File: src/rtl/pow2_log2_seq.sv
// Sequential exponent finder: serially scans an operand to report floor/ceil log2,
// a power-of-two flag and a zero flag over valid/ready handshakes.
module pow2_log2_seq #(
  parameter  int N  = 8,
  localparam int EW = $clog2(N)
) (
  input  logic          clk,
  input  logic          rst_n,
  input  logic          in_valid,
  output logic          in_ready,
  input  logic [N-1:0]  in_data,
  output logic          out_valid,
  input  logic          out_ready,
  output logic [EW-1:0] out_exp,
  output logic [EW:0]   out_clog2,
  output logic          out_pow2,
  output logic          out_zero
);

  typedef enum logic [1:0] {IDLE, SCAN, DONE} state_t;

  localparam logic [N-1:0] ONE = N'(1);

  state_t         state, state_next;
  logic [N-1:0]   sh, sh_next;
  logic [EW-1:0]  cnt, cnt_next;
  logic           sticky, sticky_next;
  logic [EW-1:0]  exp_next;
  logic [EW:0]    clog2_next;
  logic           pow2_next;
  logic           zero_next;

  assign in_ready  = (state == IDLE);
  assign out_valid = (state == DONE);

  // The scan stops once only the leading one remains; sticky remembers any lower ones shifted out.
  always_comb begin
    state_next  = state;
    sh_next     = sh;
    cnt_next    = cnt;
    sticky_next = sticky;
    exp_next    = out_exp;
    clog2_next  = out_clog2;
    pow2_next   = out_pow2;
    zero_next   = out_zero;
    case (state)
      IDLE: begin
        if (in_valid) begin
          sh_next     = in_data;
          cnt_next    = '0;
          sticky_next = 1'b0;
          if (in_data == '0) begin
            zero_next  = 1'b1;
            pow2_next  = 1'b0;
            exp_next   = '0;
            clog2_next = '0;
            state_next = DONE;
          end else begin
            state_next = SCAN;
          end
        end
      end
      SCAN: begin
        if (sh == ONE) begin
          exp_next   = cnt;
          pow2_next  = ~sticky;
          clog2_next = {1'b0, cnt} + {{EW{1'b0}}, sticky};
          zero_next  = 1'b0;
          state_next = DONE;
        end else begin
          sticky_next = sticky | sh[0];
          sh_next     = sh >> 1;
          cnt_next    = cnt + 1'b1;
        end
      end
      DONE: begin
        if (out_ready) begin
          state_next = IDLE;
        end
      end
      default: begin
        state_next = IDLE;
      end
    endcase
  end

  always_ff @(posedge clk or negedge rst_n) begin
    if (!rst_n) begin
      state     <= IDLE;
      sh        <= '0;
      cnt       <= '0;
      sticky    <= 1'b0;
      out_exp   <= '0;
      out_clog2 <= '0;
      out_pow2  <= 1'b0;
      out_zero  <= 1'b0;
    end else begin
      state     <= state_next;
      sh        <= sh_next;
      cnt       <= cnt_next;
      sticky    <= sticky_next;
      out_exp   <= exp_next;
      out_clog2 <= clog2_next;
      out_pow2  <= pow2_next;
      out_zero  <= zero_next;
    end
  end

endmodule
File: config.mk
export PLATFORM = sky130hd
export DESIGN_NAME = pow2_log2_seq
export DESIGN_NICKNAME = d
export VERILOG_FILES = /design/src/rtl/pow2_log2_seq.sv
export SDC_FILE = /design/constraint.sdc
export NUM_CORES = 1
export LEC_CHECK = 0
export BUFFER_PORTS_ARGS = -buffer_cell sky130_fd_sc_hd__buf_2
export CAP_MARGIN = 20
export CORE_AREA = 2 2 52 54
export DETAILED_ROUTE_END_ITERATION = 12
export DIE_AREA = 0 0 54 56
export GPL_ROUTABILITY_DRIVEN = 0
export HOLD_SLACK_MARGIN = 0.02
export PLACE_DENSITY = 0.69
export SYNTH_ARGS = -nofsm -noshare
export SYNTH_HDL_FRONTEND = slang
export SYNTH_SLANG_ARGS = --single-unit
File: constraint.sdc
create_clock -name clk -period 1.9 [get_ports clk]
set_clock_uncertainty 0.15 [all_clocks]
set_input_delay 0.57 -clock clk [delete_from_list [all_inputs] [get_ports clk]]
set_output_delay 0.57 -clock clk [all_outputs]
set_load 0.02 [all_outputs]
Word-level counts from Yosys, hierarchy flattened
Cells that the tools add are included.
- $add $sub $neg: 2
- multiply operators: 0
- div/mod/pow operators: 0
- order comparisons: 0
- equality and inequality tests: 8
- shift operators: 0
- muxes and demuxes: 30
- bitwise logic cells: 2
- reductions and logical operators: 6
- operator list (cell ; number):
    2-to-1 mux 8 bit ; 2
    one-hot mux 8 bit (2 select lines) ; 1
    2-to-1 mux 3 bit ; 5
    2-to-1 mux 4 bit ; 3
    one-hot mux 3 bit (2 select lines) ; 2
    == test 8 x 1 -> 1 bit (second input constant) ; 1
    logical NOT 8 bit ; 1
    2-to-1 mux 1 bit ; 8
    2-to-1 mux 2 bit ; 4
    one-hot mux 4 bit (2 select lines) ; 1
    != test 2 bit (second input constant) ; 3
    one-hot mux 1 bit (2 select lines) ; 3
    one-hot mux 2 bit (3 select lines) ; 1
    AND reduction 3 bit ; 2
    adder 3 x 1 -> 4 bit ; 1
    != test 2 x 1 -> 1 bit (second input constant) ; 2
    AND reduction 4 bit ; 1
    adder 3 x 1 -> 3 bit (second input constant) ; 1
    == test 2 x 1 -> 1 bit (second input constant) ; 1
    == test 2 bit (second input constant) ; 1
    logical NOT 2 bit ; 1
    nonzero test 2 bit ; 1
    inverter 1 bit ; 1
    bitwise OR 1 bit ; 1
- bits in registers: 23
- latch bits: 0
- RAM bits: 0
- memory bits (read-only): 0
- bits of input ports: 12
- output and inout bits: 11
- logic and storage cells: 56
- memories kept: 0

Depth between registers and ports, before layout
- depth after elaboration: 4
- gate-level depth with buffers: 5
- mapped depth without buffers: 5

Worst setup path before layout
OpenSTA, ideal clock, no wires.
- path type: input-to-reg
- from: input in_data[0]
- to: register out_clog2[2]
- setup time: 0.125 ns
- arrival: 1.936 ns
- data required time: 1.625 ns
- path slack: -0.310 ns
- cell stages on the path: 3
- path buffers: 0
- cell sequence: or4_1 o31ai_4 mux2_2
- cells in the longest elaborated chain, start to end: 3
- RTL lines (what ; RTL line ; RTL):
    start: declaration ; 11 ; input logic [N-1:0] in_data,
    logical NOT 8 bit ; 52 ; if (in_data == '0) begin
    != test 2 x 1 -> 1 bit (no source line) ; - ;
    AND reduction 4 bit (no source line) ; - ;
    end signal: assignment ; 103 ; out_clog2 <= clog2_next;
    end: declaration ; 15 ; output logic [EW:0] out_clog2,
Every way passes these cells.
A chain may end at the register's enable or synchronous reset.

Final worst setup path
- from: input in_data[2]
- to: register out_exp[2]
- cells in the longest elaborated chain, start to end: 3
- RTL lines (what ; RTL line ; RTL):
    logical NOT 8 bit ; 52 ;
    != test 2 x 1 -> 1 bit (no source line) ; - ;
    AND reduction 4 bit (no source line) ; - ;
    end signal: assignment ; 102 ; out_exp <= exp_next;
    end: declaration ; 14 ; output logic [EW-1:0] out_exp,
Every way passes these cells.

==> impl_summary.txt <==
----------------------------------------------------
[Synthesis]
  Average cell area after synthesis ... 10.3 um2
  Compound-cell area share of the yosys netlist ... 7.63%
  Post-Syn Nets ... between 100 and 150
  Cell area after synthesis ... about 1100 um2
  Portion of the post-synthesis area used by sequential elements ... between 50% and 60%
  Register bit count reported by yosys ... 23
  Number of cells produced by synthesis ... 110
  Combinational family with the most area after synthesis ... simple AND/OR/NAND/NOR gates
  Adder-cell share of the synthesized area ... 3.32%
  Mux share of post-synthesis cell area ... 15.5%
  Number of distinct library cells after synthesis ... 27
  Yosys warns ... 0
  Area share of xor/xnor cells in the synthesized design ... less than 1%
  Share of synthesized cell area in and, or, nand and nor gates ... approximately a fifth

[Setup path]
  Endpoint type of the worst setup path ... register
  Signal arrival time at the worst endpoint ... 1.94 ns
  Required time reported for the critical path endpoint ... between 1.5 and 2 ns
  Type of the worst setup path ... primary input to register
  Highest-delay cell along the critical path ... or4_4
  Chain of cells forming the critical path ... buf_2 > or4_4 > o31ai_4 > buf_6 > mux2_4
  Worst Reg-to-Reg Cells ... 6
  Register-to-register path setup slack ... roughly 0.09 ns
  Largest delay contributor family on the critical path ... simple AND/OR/NAND/NOR gates
  R2R Path End ... sh[5]
  Crit-path max cell delay ... 0.56 ns
  Total buffers and inverters traversed by the critical path ... 2
  Worst flop-to-flop path startpoint ... sh[6]
  Kind of start point of the critical path ... primary input
  Maximum fanout count along the critical path ... 6

[GRT]
  Pin count of the biggest net entering global routing ... 24
  Vias in the first global route ... approximately 900
  Overall fraction of global-route tracks in use ... 18.5%
  Initial antenna violation count ... 0
  Residual overflow from global routing ... 0
  Wire length of the first global-routing pass ... a little over 4000 um

[Clocking]
  Worst-skew pair later-pin latency ... 0.31 ns
  CTS tree ... built
  Clock sink count ... 23
  Cts bufs inserted ... 3
  Number of levels in the clock H-tree ... 1
  Post-CTS Hold Fix Bufs ... 0
  Clock Root Buffer ... clkbuf_4
  Clock-pin slew on the worst setup and hold paths ... 0.13 ns
  Largest buffer count on any clock path ... 2

[Routing]
  Wirelength per Cell ... between 10 and 15 um
  Total wire length after detailed routing ... 2450 um
  DRC violations left ... 0
  Via/cell ratio ... 5.19
  Detailed Routing Iterations Pass 1 ... 4
  Routed vias ... 918
  Count of antenna-violating nets left after detailed routing ... 0
  Number of design-rule violations left by the first detailed-router iteration ... 8

[Power and ir drop]
  VDD IR max ... 0.000856 V
  Leakage power of the design ... ~0.73 nW
  Design Power ... roughly 2.3 mW
  Pwr dens ... 1550 nW/um2

[Floorplan]
  DIE WIDTH ... between 50 and 60 um
  Die outline height ... about 56 um
  Initial core utilization ... between 40% and 50%
  Die ar. ... between 3000 and 4000 um2
  Standard-cell rows ... 18
  IO Count ... 23
  Core Region ... roughly 2400 um2

[Hold path]
  Worst min-delay path class ... primary input to async pin

[Cells and area]
  Most frequent cells in the layout ... 28 x nand2_1, 23 x dfrtp_1, 21 x buf_2
  Most common cell after layout, fill and taps aside ... nand2_1
  Share of final-layout standard cells stronger than drive strength 1 ... 40.1%
  Number of filler instances in the final layout ... roughly 220
  Final antenna diode count ... 0
  Final-stage net count ... ~160
  Signed area change from the synthesized netlist to the final layout ... 29.2%
  Final design utilization ... between 60% and 70%

[STA]
  Ratio of final minimum period to clock period ... about 100%
  Count of pins over their slew limit ... 0
  Final setup TNS ... 0 ns
  Highest clock frequency the design can meet ... 0.529 GHz
  Final setup violation count ... 0
  Least-Margin Pin Slew ... 0.528 ns
  Final hold violation count ... 0
  Minimum clock period ... roughly 1.9 ns
  Slew HR ... between 60 and 70%
  Unrepaired setup endpoints after global routing ... yes

[Run status]
  Result of the run ... finished, final reports clean

[Placement]
  Total half-perimeter wirelength after legalization and detailed placement ... about 1800 um
  Input/output buffers ... 22

[Job]
  Max Cap Violations ... 0

----------------------------------------------------
[Yosys cell counts]
cell type	n	area share [%]
clkbuf_1	3	1.0
o21ai_0	2	0.88
mux2i_1	4	3.5
and2_1	1	0.55
nor4b_1	1	0.77
nand3_1	1	0.44
or4_1	1	0.66
nand2_1	28	9.3
o31ai_1	1	0.66
nor2b_1	2	1.1
nor2_1	7	2.3
a22o_1	1	0.77
nor4_1	1	0.55
ha_1	3	3.3
xnor2_1	1	0.77
mux2_2	12	12
nor2_2	1	0.55
and3_1	1	0.55
nand2b_1	2	1.1
dfrtp_1	23	51
o32ai_1	1	0.77
or4_4	1	1.0
a21oi_1	3	1.3
o31ai_4	1	1.9
inv_1	6	2.0
o21a_1	1	0.66
o21bai_1	1	0.66
[metal layers]
layer	vias up	part of all wire, %	GRT usage, %
li1	445	-	-
met1	449	42	22.3
met2	20	53	30.3
met3	4	3.6	3.49
met4	0	1.3	9.29
met5	-	0	0
[repair_timing]
item,in CTS,in global routing
pin swaps,1,4
gates cloned,0,0
gates resized for setup,3,10
buffers inserted,1,0
endpoints found under the hold margin,0,0
endpoints found under the setup margin,8,17
[worst max path at each step]
stage	startpoint	depth (start not counted)	slack, ns	to
finish	in_data[2]	5	0.008	out_exp[2]
global route	sh[6]	6	-0.03	sh[5]
CTS	in_data[5]	5	0.005	out_exp[2]
detailed placement	in_data[0]	4	-0.37	out_clog2[3]
floorplan	in_data[0]	3	-0.30	out_clog2[2]
global placement	in_data[0]	4	-0.33	out_clog2[3]
[area by class of cell]
type | instances | area [um2] | area share [%]
clock buffer | 4 | 26.3 | 1.80
inverter | 6 | 22.5 | 1.54
multi-input combinational | 78 | 571 | 39.0
sequential | 23 | 576 | 39.4
tap | 30 | 37.5 | 2.57
timing repair buffer | 36 | 229 | 15.7
[report_power, final]
| part | total, mW | leakage, nW | internal [mW] | switching, mW |
|---|---|---|---|---|
| registers | 0.884 | 0.282 | 0.696 | 0.188 |
| logic | 1.15 | 0.435 | 0.582 | 0.571 |
| clock network | 0.229 | 0.0150 | 0.0819 | 0.147 |
[kinds of logic (layout without fill, tap and decap cells)]
kind of cell	Yosys count	count (layout)
AO/OA/AOI/OAI	11	11
flip-flops	23	23
multiplexers	16	16
buffers and inverters	9	46
AND/OR/NAND/NOR	47	47
adder cells (fa/ha/maj)	3	3
XOR/XNOR	1	1
[through the flow]
| stage | hold WS [ns] | worst slack (ns) | cell area (um2) | instances |
|---|---|---|---|---|
| 2_1_floorplan | 0.124 | -0.300 | 1130 | 110 |
| 3_3_place_gp | 0.306 | -0.327 | 1370 | 172 |
| 3_5_place_dp | 0.329 | -0.373 | 1370 | 172 |
| 4_1_cts | 0.0730 | 0.00479 | 1410 | 177 |
| 5_1_grt | 0.0959 | -0.0273 | 1460 | 177 |
| 6_report | 0.0662 | 0.00817 | 1460 | 177 |
[state kept, by name (all words and copies together), names as in the netlist]
signal,count
cnt,3
out_clog2,4
out_exp,3
out_pow2,1
out_zero,1
sh,8
state,2
sticky,1
Power figures use the tool's default switching activity.
